$ cat src/rtl/decode_pkg.sv
// Shared constants for the decode stage: default widths, opcode encodings
// and field-position helpers used by the address selector and the pipeline.
package decode_pkg;

    localparam int DEF_IW    = 20;
    localparam int DEF_OPW   = 4;
    localparam int DEF_RAW   = 4;
    localparam int DEF_CNT_W = 16;

    localparam logic [DEF_OPW-1:0] STORE_OP = 4'b1100;
    localparam logic [DEF_OPW-1:0] LOAD_OP  = 4'b1101;

    // Fields sit directly below the opcode, in the order rd, rs1, rs2.
    function automatic int opcode_lsb(int iw, int opw);
        return iw - opw;
    endfunction

    function automatic int rd_lsb(int iw, int opw, int raw);
        return iw - opw - raw;
    endfunction

    function automatic int rs1_lsb(int iw, int opw, int raw);
        return iw - opw - 2 * raw;
    endfunction

    function automatic int rs2_lsb(int iw, int opw, int raw);
        return iw - opw - 3 * raw;
    endfunction

endpackage

$ cat src/rtl/decode_stage_pipe_if.sv
// Fetch-to-decode and decode-to-execute handshake bundle. The slave modport is
// the decode stage's view; master is the surrounding fetch/execute environment.
interface decode_stage_pipe_if #(
    parameter int IW  = decode_pkg::DEF_IW,
    parameter int RAW = decode_pkg::DEF_RAW
);

    logic          in_valid;
    logic          in_ready;
    logic [IW-1:0] instruction;
    logic          flush;
    logic          out_ready;

    logic           out_valid;
    logic [IW-1:0]  out_instruction;
    logic [RAW-1:0] out_addr1;
    logic [RAW-1:0] out_addr2;
    logic [RAW-1:0] out_dest;
    logic           out_is_store;
    logic           out_is_load;

    modport slave (
        input  in_valid, instruction, flush, out_ready,
        output in_ready, out_valid, out_instruction, out_addr1, out_addr2,
               out_dest, out_is_store, out_is_load
    );

    modport master (
        output in_valid, instruction, flush, out_ready,
        input  in_ready, out_valid, out_instruction, out_addr1, out_addr2,
               out_dest, out_is_store, out_is_load
    );

endinterface

$ cat src/rtl/decode_addr_sel.sv
// Combinational opcode decode and register-file read-address mux; stores read
// rd (data) and rs1 (base), everything else reads rs1 and rs2.
module decode_addr_sel #(
    parameter int                IW       = decode_pkg::DEF_IW,
    parameter int                OPW      = decode_pkg::DEF_OPW,
    parameter int                RAW      = decode_pkg::DEF_RAW,
    parameter logic [OPW-1:0]    STORE_OP = decode_pkg::STORE_OP,
    parameter logic [OPW-1:0]    LOAD_OP  = decode_pkg::LOAD_OP
) (
    input  logic [IW-1:0]  instruction,
    output logic [RAW-1:0] addr1,
    output logic [RAW-1:0] addr2,
    output logic [RAW-1:0] dest,
    output logic           is_store,
    output logic           is_load
);

    localparam int OP_LSB  = decode_pkg::opcode_lsb(IW, OPW);
    localparam int RD_LSB  = decode_pkg::rd_lsb(IW, OPW, RAW);
    localparam int RS1_LSB = decode_pkg::rs1_lsb(IW, OPW, RAW);
    localparam int RS2_LSB = decode_pkg::rs2_lsb(IW, OPW, RAW);

    logic [OPW-1:0] opcode;
    logic [RAW-1:0] rd_f;
    logic [RAW-1:0] rs1_f;
    logic [RAW-1:0] rs2_f;

    assign opcode = instruction[OP_LSB +: OPW];
    assign rd_f   = instruction[RD_LSB +: RAW];
    assign rs1_f  = instruction[RS1_LSB +: RAW];
    assign rs2_f  = instruction[RS2_LSB +: RAW];

    // NOTE: every output of an always_comb gets a value on every path (here via
    // defaults first), otherwise synthesis infers a latch.
    always_comb begin
        addr1    = rs1_f;
        addr2    = rs2_f;
        is_store = (opcode == STORE_OP);
        is_load  = (opcode == LOAD_OP);
        if (is_store) begin
            addr1 = rd_f;
            addr2 = rs1_f;
        end
    end

    assign dest = rd_f;

    // Immediate/unused low bits below rs2 are intentionally not decoded here.
    generate
        if (RS2_LSB > 0) begin : g_low_bits
            logic unused_low;
            assign unused_low = ^instruction[RS2_LSB-1:0];
        end
    endgenerate

endmodule

$ cat src/rtl/decode_stage_pipe.sv
// Registered decode stage: drives RF read addresses combinationally and holds
// the decoded instruction in the ID/EX register with load-use bubble insertion.
module decode_stage_pipe #(
    parameter int                IW       = decode_pkg::DEF_IW,
    parameter int                OPW      = decode_pkg::DEF_OPW,
    parameter int                RAW      = decode_pkg::DEF_RAW,
    parameter logic [OPW-1:0]    STORE_OP = decode_pkg::STORE_OP,
    parameter logic [OPW-1:0]    LOAD_OP  = decode_pkg::LOAD_OP,
    parameter int                CNT_W    = decode_pkg::DEF_CNT_W
) (
    input  logic                 clock,
    input  logic                 reset,
    decode_stage_pipe_if.slave   bus,
    output logic [RAW-1:0]       rf_addr1,
    output logic [RAW-1:0]       rf_addr2,
    output logic                 hazard,
    output logic [CNT_W-1:0]     bubble_count
);

    logic [RAW-1:0] sel_addr1;
    logic [RAW-1:0] sel_addr2;
    logic [RAW-1:0] sel_dest;
    logic           sel_is_store;
    logic           sel_is_load;

    decode_addr_sel #(
        .IW       (IW),
        .OPW      (OPW),
        .RAW      (RAW),
        .STORE_OP (STORE_OP),
        .LOAD_OP  (LOAD_OP)
    ) u_addr_sel (
        .instruction (bus.instruction),
        .addr1       (sel_addr1),
        .addr2       (sel_addr2),
        .dest        (sel_dest),
        .is_store    (sel_is_store),
        .is_load     (sel_is_load)
    );

    logic             valid_q,     valid_d;
    logic [IW-1:0]    instr_q,     instr_d;
    logic [RAW-1:0]   addr1_q,     addr1_d;
    logic [RAW-1:0]   addr2_q,     addr2_d;
    logic [RAW-1:0]   dest_q,      dest_d;
    logic             is_store_q,  is_store_d;
    logic             is_load_q,   is_load_d;
    logic [CNT_W-1:0] bubble_cnt_q, bubble_cnt_d;

    logic slot_free;
    logic accept;

    assign rf_addr1 = sel_addr1;
    assign rf_addr2 = sel_addr2;

    assign slot_free = !valid_q || bus.out_ready;

    // A load in ID/EX whose rd feeds either read port of the incoming instruction.
    assign hazard = bus.in_valid && valid_q && is_load_q && !is_store_q &&
                    ((sel_addr1 == dest_q) || (sel_addr2 == dest_q));

    assign bus.in_ready = slot_free && !hazard && !bus.flush;
    assign accept       = bus.in_valid && bus.in_ready;

    always_comb begin
        valid_d      = valid_q;
        instr_d      = instr_q;
        addr1_d      = addr1_q;
        addr2_d      = addr2_q;
        dest_d       = dest_q;
        is_store_d   = is_store_q;
        is_load_d    = is_load_q;
        bubble_cnt_d = bubble_cnt_q;
        if (bus.flush) begin
            valid_d = 1'b0;
        end else if (accept) begin
            valid_d    = 1'b1;
            instr_d    = bus.instruction;
            addr1_d    = sel_addr1;
            addr2_d    = sel_addr2;
            dest_d     = sel_dest;
            is_store_d = sel_is_store;
            is_load_d  = sel_is_load;
        end else if (slot_free && hazard) begin
            valid_d = 1'b0;
            if (!(&bubble_cnt_q)) begin
                bubble_cnt_d = bubble_cnt_q + 1'b1;
            end
        end else if (slot_free) begin
            valid_d = 1'b0;
        end
    end

    // NOTE: state updates use non-blocking assignments so every flop samples
    // pre-edge values. The payload fields are reset as well as valid so that
    // out_* read as zero after reset rather than stale contents.
    always_ff @(posedge clock) begin
        if (reset) begin
            valid_q      <= 1'b0;
            instr_q      <= '0;
            addr1_q      <= '0;
            addr2_q      <= '0;
            dest_q       <= '0;
            is_store_q   <= 1'b0;
            is_load_q    <= 1'b0;
            bubble_cnt_q <= '0;
        end else begin
            valid_q      <= valid_d;
            instr_q      <= instr_d;
            addr1_q      <= addr1_d;
            addr2_q      <= addr2_d;
            dest_q       <= dest_d;
            is_store_q   <= is_store_d;
            is_load_q    <= is_load_d;
            bubble_cnt_q <= bubble_cnt_d;
        end
    end

    assign bus.out_valid       = valid_q;
    assign bus.out_instruction = instr_q;
    assign bus.out_addr1       = addr1_q;
    assign bus.out_addr2       = addr2_q;
    assign bus.out_dest        = dest_q;
    assign bus.out_is_store    = is_store_q;
    assign bus.out_is_load     = is_load_q;
    assign bubble_count        = bubble_cnt_q;

endmodule
$ cat src/flat_wrapper.sv
// flat-port wrapper written by rule: the top's interface ports become plain ports
module decode_stage_pipe_flat 
#(
    parameter int                IW       = decode_pkg::DEF_IW,
    parameter int                OPW      = decode_pkg::DEF_OPW,
    parameter int                RAW      = decode_pkg::DEF_RAW,
    parameter logic [OPW-1:0]    STORE_OP = decode_pkg::STORE_OP,
    parameter logic [OPW-1:0]    LOAD_OP  = decode_pkg::LOAD_OP,
    parameter int                CNT_W    = decode_pkg::DEF_CNT_W
)
  (clock, reset, rf_addr1, rf_addr2, hazard, bubble_count, bus_in_valid, bus_instruction, bus_flush, bus_out_ready, bus_in_ready, bus_out_valid, bus_out_instruction, bus_out_addr1, bus_out_addr2, bus_out_dest, bus_out_is_store, bus_out_is_load);
  decode_stage_pipe_if #(.IW(IW), .RAW(RAW)) bus_i ();
  input  logic clock;
  input  logic reset;
  output logic [RAW-1:0] rf_addr1;
  output logic [RAW-1:0] rf_addr2;
  output logic hazard;
  output logic [CNT_W-1:0] bubble_count;
  input wire logic [$bits(bus_i.in_valid)-1:0] bus_in_valid;
  input wire logic [$bits(bus_i.instruction)-1:0] bus_instruction;
  input wire logic [$bits(bus_i.flush)-1:0] bus_flush;
  input wire logic [$bits(bus_i.out_ready)-1:0] bus_out_ready;
  output wire logic [$bits(bus_i.in_ready)-1:0] bus_in_ready;
  output wire logic [$bits(bus_i.out_valid)-1:0] bus_out_valid;
  output wire logic [$bits(bus_i.out_instruction)-1:0] bus_out_instruction;
  output wire logic [$bits(bus_i.out_addr1)-1:0] bus_out_addr1;
  output wire logic [$bits(bus_i.out_addr2)-1:0] bus_out_addr2;
  output wire logic [$bits(bus_i.out_dest)-1:0] bus_out_dest;
  output wire logic [$bits(bus_i.out_is_store)-1:0] bus_out_is_store;
  output wire logic [$bits(bus_i.out_is_load)-1:0] bus_out_is_load;
  assign bus_i.in_valid = bus_in_valid;
  assign bus_i.instruction = bus_instruction;
  assign bus_i.flush = bus_flush;
  assign bus_i.out_ready = bus_out_ready;
  assign bus_in_ready = bus_i.in_ready;
  assign bus_out_valid = bus_i.out_valid;
  assign bus_out_instruction = bus_i.out_instruction;
  assign bus_out_addr1 = bus_i.out_addr1;
  assign bus_out_addr2 = bus_i.out_addr2;
  assign bus_out_dest = bus_i.out_dest;
  assign bus_out_is_store = bus_i.out_is_store;
  assign bus_out_is_load = bus_i.out_is_load;
  decode_stage_pipe #(.IW(IW), .OPW(OPW), .RAW(RAW), .STORE_OP(STORE_OP), .LOAD_OP(LOAD_OP), .CNT_W(CNT_W)) u_core (.clock(clock), .reset(reset), .bus(bus_i), .rf_addr1(rf_addr1), .rf_addr2(rf_addr2), .hazard(hazard), .bubble_count(bubble_count));
endmodule
$ cat config.mk
export PLATFORM = sky130hd
export DESIGN_NAME = decode_stage_pipe_flat
export DESIGN_NICKNAME = d
export VERILOG_FILES = /design/src/rtl/decode_pkg.sv /design/src/rtl/decode_stage_pipe_if.sv /design/src/rtl/decode_addr_sel.sv /design/src/rtl/decode_stage_pipe.sv /design/src/flat_wrapper.sv
export SDC_FILE = /design/constraint.sdc
export NUM_CORES = 1
export LEC_CHECK = 0
export CORE_MARGIN = 2
export CORE_UTILIZATION = 32
export CTS_BUF_LIST = sky130_fd_sc_hd__clkbuf_4 sky130_fd_sc_hd__clkbuf_8
export DETAILED_ROUTE_END_ITERATION = 7
export PLACE_DENSITY = 0.69
export RECOVER_POWER = 50
export SYNTH_ARGS = -nofsm -noshare
export SYNTH_HDL_FRONTEND = slang
export SYNTH_SLANG_ARGS = --single-unit
$ cat constraint.sdc
create_clock -name clock -period 2.69 [get_ports clock]
set_clock_uncertainty 0.15 [all_clocks]
set_input_delay 0.538 -clock clock [delete_from_list [all_inputs] [get_ports clock]]
set_output_delay 0.538 -clock clock [all_outputs]
set_load 0.02 [all_outputs]
==> flow_metrics.tcl, run 1 <==
set metrics [dict create \
    fin_hold_ws_ns 0.346 \
    arrival_ns 2.74 \
    hold_path_class "flop to flop" \
    core_mm2 0.00687 \
    worstHoldStart "u_core.bus.out_instruction[0]" \
    outcome "complete, no violations" \
    start_util 0.335 \
    nFillCells 621 \
    r2r_start "u_core.bus.out_instruction[15]" \
    endpoint_kind "flop" \
    min_period_ns 2.69 \
    critical_path_class "primary input to flop" \
    start_kind "primary input" \
    ys_ff_latch 47 \
    holdPathEnd "u_core.bus.out_instruction[0]" \
    worstMarginPinSlew_ns 0.731 \
    avgSynthCellArea_um2 8.79 \
    clk_pin_slew_worst_paths_ns 0.08 \
    finalInstanceArea_mm2 0.00387 \
    pre_cts_slack_ns -0.823 \
    cts_made_buffers 5 \
    clk_latency_ns 0.31 \
    leakagePower_nw 1.73 \
    syn_area_mm2 0.00230 \
    fp-row-count 30 \
    grt_max_degree 35 \
    worst_ir_drop_vdd_uv 243 \
    p_total_mw 1.61 \
    nets 429 \
    routabilityCongestion 0.903 \
    drt_first_iter_violations 154 \
    final_cell_mix "65 x buf_4, 48 x dlygate4sd3_1, 44 x dfxtp_1" \
    slew_violations 0 \
    yosysWarnings 0 \
    yosysTopAreaCell "dfxtp_1" \
    first_pass_iters 4 \
    clk_path_buf_depth 2 \
    timing.fmax_mhz 372 \
    area_growth_pct 67.9 \
    hold_buffers 0 \
    final_cells 500 \
    io_pins 86 \
    grt_pass1_vias 2343 \
    cts_tree "done" \
    syn_nets 288 \
    wl_mm 7.34 \
    rrSetupSlack_ns 0.03 \
    cts-root-buf "clkbuf_8" \
    die_h_um 88.8 \
    synth.top_cell.area_share 0.408 \
    period_share 0.998 \
    overflow 0 \
    tns_ns 0 \
    routed-via-count 2485 \
    relSlewSlack 0.510 \
    portBuffers 85 \
    power_density_mw_per_mm2 417 \
    min_path_cells 2 \
    die_width_um 88.8 \
    antenna_cells 0 \
    drc 0 \
    layout-drive-gt1-share 0.295 \
    reg2reg_depth 12 \
    track_usage 0.186 \
    cts_sinks 47 \
    hold_viol 0 \
    die-area_mm2 0.00789 \
    fin_ws_ns 0.00424 \
    synth_cell_type_count 44 \
    vias_per_cell 4.97 \
    final_common_cell "buf_4" \
    synth_area_leaders "dfxtp_1 41%, mux2i_1 9.1%, nor2_1 6.4%" \
    htree_levels 2 \
    dpl_cell_area_mm2 0.00356 \
    placedCellCount 475 \
    postRouteAntennaNets 0 \
    postLayoutCoreUtil 0.563 \
    ys_seq_area_frac 0.408 \
    syn_inst 262 \
    antenna_found_initial 0 \
    final-setup-viol-count 0 \
    required_ns 2.74 \
    grt_pass1_wl_mm 11.4 \
    path_max_fanout 6 \
    drv_cap 0 \
    r2r_end "u_core.bubble_count[2]" \
    hpwlAfterDp_mm 5.01 \
    wire_per_inst_um 14.7 \
]
kinds of logic after synthesis:
family,Yosys count,share of synthesized area
compound gates,53,0.152
xor+xnor,10,0.0380
mux,28,0.125
simple gates,99,0.212
fa+ha+maj,1,0.00543
flops,47,0.408
buf+inv,24,0.0592
registers in the layout, indices dropped and copies added, names as in the netlist:
register	cells
u_core.bus.out_instruction	17
u_core.bubble_count	16
u_core.bus.out_addr1	4
u_core.bus.out_addr2	4
u_core.bus.out_dest	3
u_core.bus.out_is_load	1
u_core.bus.out_is_store	1
u_core.bus.out_valid	1
power breakdown:
group | total [mW] | internal, mW | switching, mW
logic | 0.326 | 0.165 | 0.161
registers | 0.737 | 0.721 | 0.0160
clock network | 0.551 | 0.301 | 0.250
total | 1.61 | 1.19 | 0.427
timing repair:
action                                  CTS  global route
cloned                                    1             0
endpoints found under the setup margin   46            15
setup buffers                            12             7
pin swaps                                 8            17
gates resized for setup                  57            28
worst max-delay path by stage:
stage                         from                     end  slack [ns]  cells after the start
6_report        bus_instruction[6]  u_core.bubble_count[2]       0.004                     13
5_1_grt         bus_instruction[6]  u_core.bubble_count[2]       -0.08                     13
4_1_cts        bus_instruction[18]            bus_in_ready       0.003                      9
3_5_place_dp   bus_instruction[17]                  hazard       -0.82                      9
3_3_place_gp   bus_instruction[17]                  hazard       -0.82                      9
2_1_floorplan  bus_instruction[17]            bus_in_ready        0.12                      8
layout make-up:
class	count	area, um2	share of cell area
Clock buffer	6	82.6	0.0214
Clock inverter	2	35.0	0.00906
Inverter	7	26.3	0.00679
Multi-Input combinational cell	192	1360	0.350
Sequential cell	47	945	0.244
Tap cell	96	120	0.0311
Timing Repair Buffer	150	1300	0.337
synth_stat cells, drive strengths merged:
library cell and instances:
a2111oi 1, a211oi 6, a21boi 2, a21oi 23, a221o 1, a221oi 1, and3 1, and4 1
and4bb 1, buf 9, clkbuf 8, dfxtp 47, ha 1, inv 7, mux2 7, mux2i 21
nand2 12, nand2b 5, nand3 8, nand3b 1, nand4 4, nand4b 1, nor2 39, nor2b 2
nor3 10, nor3b 1, o2111ai 1, o211ai 2, o21a 2, o21ai 7, o221ai 1, o22ai 1
o31a 1, o31ai 4, or2 3, or3 6, or4 4, xnor2 8, xor2 2
critical path: stages:
cell and delay [ns]:
dlygate4sd2_1 0.26, buf_4 0.15, nand2_1 0.07, a211oi_2 0.08, buf_4 0.14, buf_4 0.12, buf_4 0.12, buf_4 0.12
o211ai_1 0.60, buf_4 0.22, a21boi_0 0.09, xnor2_1 0.18, nor2_1 0.06
layer usage:
metal,up-vias,track usage,share of wire
met5,-,0,0
met4,0,0.0592,0.018
met3,13,0.0326,0.061
met2,94,0.292,0.46
met1,1157,0.258,0.46
li1,1221,-,-
Note: power is estimated with default switching activity, not from simulation.
==> inputs of run 2 (changes only) <==
--- a/config.mk
+++ b/config.mk
@@ -9,6 +9,7 @@
 export CORE_UTILIZATION = 32
 export CTS_BUF_LIST = sky130_fd_sc_hd__clkbuf_4 sky130_fd_sc_hd__clkbuf_8
 export DETAILED_ROUTE_END_ITERATION = 7
+export MAX_ROUTING_LAYER = met4
 export PLACE_DENSITY = 0.69
 export RECOVER_POWER = 50
 export SYNTH_ARGS = -nofsm -noshare
==> run 2 against run 1 <==
Effect of this change:
- the run now ends with setup timing left
- critical path depth unchanged
- largest power group unchanged
- flip-flop and latch count unchanged
- critical endpoint unchanged
- clock power is essentially flat
==> flow_metrics.tcl, run 2 (synthesis results as in run 1) <==
set metrics [dict create \
    critPathLaunch "bus_instruction[6]" \
    wl_mm 7.35 \
    crit_top_cell "buf_4" \
    die-area_mm2 0.00789 \
    worstMarginPinSlew_ns 0.746 \
    cts_tree "done" \
    layout-drive-gt1-share 0.295 \
    overflow 0 \
    die_width_um 88.8 \
    relSlewSlack 0.501 \
    slew_violations 0 \
    timing.fmax_mhz 371 \
    grt_max_degree 35 \
    hpwlAfterDp_mm 5.01 \
    start_util 0.335 \
    power_density_mw_per_mm2 417 \
    arrival_ns 2.75 \
    violations "setup timing" \
    clk_pin_slew_worst_paths_ns 0.08 \
    fp-row-count 30 \
    hold_buffers 0 \
    die_h_um 88.8 \
    p_total_mw 1.61 \
    start_kind "primary input" \
    finalInstanceArea_mm2 0.00387 \
    cp_num_buf_inv 7 \
    drt_first_iter_violations 154 \
    routed-via-count 2478 \
    timing.critical_path.to "u_core.bubble_count[2]" \
    first_pass_iters 4 \
    path_cells "dlygate4sd2_1 -> buf_4 -> nand2_1 -> a211oi_2 -> buf_4 -> buf_4 -> buf_4 -> buf_4 -> o211ai_1 -> buf_4 -> a21boi_0 -> xnor2_1 -> nor2_1" \
    fin_ws_ns -0.00757 \
    min_path_cells 2 \
    dpl_cell_area_mm2 0.00356 \
    antenna_cells 0 \
    crit_slowest_cell "o211ai_1" \
    critical_path_class "primary input to flop" \
    nets 429 \
    io_pins 86 \
    clk_path_buf_depth 2 \
    largest_reg_flops 17 \
    drv_cap 0 \
    period_share 1.00 \
    final-setup-viol-count 1 \
    postLayoutCoreUtil 0.563 \
    routabilityCongestion 0.919 \
    cpPeakStageDelay_ns 0.61 \
    hold_path_class "flop to flop" \
    leakagePower_nw 1.73 \
    portBuffers 85 \
    grt_pass1_vias 2343 \
    r2r_start "u_core.bus.out_instruction[15]" \
    area_growth_pct 67.9 \
    final_cell_mix "65 x buf_4, 48 x dlygate4sd3_1, 44 x dfxtp_1" \
    drc 0 \
    min_period_ns 2.70 \
    outcome "finished with violations" \
    cts-root-buf "clkbuf_8" \
    antenna_found_initial 0 \
    fin_hold_ws_ns 0.346 \
    worst_ir_drop_vdd_uv 242 \
    wire_per_inst_um 14.7 \
    vias_per_cell 4.96 \
    grt_pass1_wl_mm 11.4 \
    required_ns 2.74 \
    final_common_cell "buf_4" \
    core_mm2 0.00687 \
    path_max_fanout 6 \
    reg2reg_depth 12 \
    hold_viol 0 \
    rrSetupSlack_ns 0.02 \
    cts_made_buffers 5 \
    cp.depth 13 \
    cts_sinks 47 \
    critical_path.top_delay_family "buffers and inverters" \
    postRouteAntennaNets 0 \
    endpoint_kind "flop" \
    r2r_end "u_core.bubble_count[2]" \
    clk_latency_ns 0.30 \
    track_usage 0.191 \
    htree_levels 2 \
]
[run 2: how the worst min path moves through the flow]
stage | from | endpoint
final | u_core.bus.out_instruction[0] | u_core.bus.out_instruction[0]
after global routing | u_core.bus.out_is_store | u_core.bus.out_is_store
after CTS | u_core.bus.out_is_store | u_core.bus.out_is_store
after detailed placement | u_core.bus.out_is_store | u_core.bus.out_is_store
after global placement | u_core.bus.out_is_store | u_core.bus.out_is_store
after floorplan | u_core.bus.out_is_store | u_core.bus.out_is_store
[run 2: worst register-to-register path, cell delays in order (launching register included)]
cell	delay, ns
dfxtp_2	0.36
inv_1	0.11
o221ai_2	0.21
a211oi_2	0.08
buf_4	0.14
buf_4	0.12
buf_4	0.12
buf_4	0.12
o211ai_1	0.61
buf_4	0.23
a21boi_0	0.09
xnor2_1	0.18
nor2_1	0.06
[run 2: layout make-up]
type	instances	area [um2]
multi-input cells	192	1360
clock buffers	6	82.6
repair buffers	150	1300
inverters	7	26.3
well taps	96	120
clock inverters	2	35.0
flip-flops and latches	47	945
fillers	621	3000
[run 2: routing by layer]
layer	vias up	part of all wire	global-route usage
li1	1216	-	-
met1	1157	0.48	0.262
met2	92	0.45	0.292
met3	13	0.051	0.0271
met4	0	0.017	0.0592
met5	-	0	-
[run 2: repair_timing]
| item | 4_1_cts | 5_1_grt |
|---|---|---|
| setup buffers | 12 | 7 |
| endpoints found under the setup margin | 46 | 15 |
| pin swaps | 8 | 17 |
| gates cloned | 1 | 0 |
| resized for setup | 57 | 28 |
[run 2: stage by stage]
step	worst slack, ns	setup TNS (ns)	instances
after detailed placement	-0.823	-21.04	475
after global routing	-0.0801	-0.141	500
after global placement	-0.818	-20.16	475
final	-0.00757	-0.00757	500
after floorplan	0.122	0	262
after CTS	0.00344	0	495
[run 2: power by group]
| group | internal [mW] | leakage [nW] | switching [mW] | total [mW] |
|---|---|---|---|---|
| logic | 0.165 | 1.29 | 0.162 | 0.327 |
| registers | 0.721 | 0.384 | 0.0161 | 0.737 |
| clock network | 0.301 | 0.0612 | 0.247 | 0.548 |
| total | 1.19 | 1.73 | 0.424 | 1.61 |
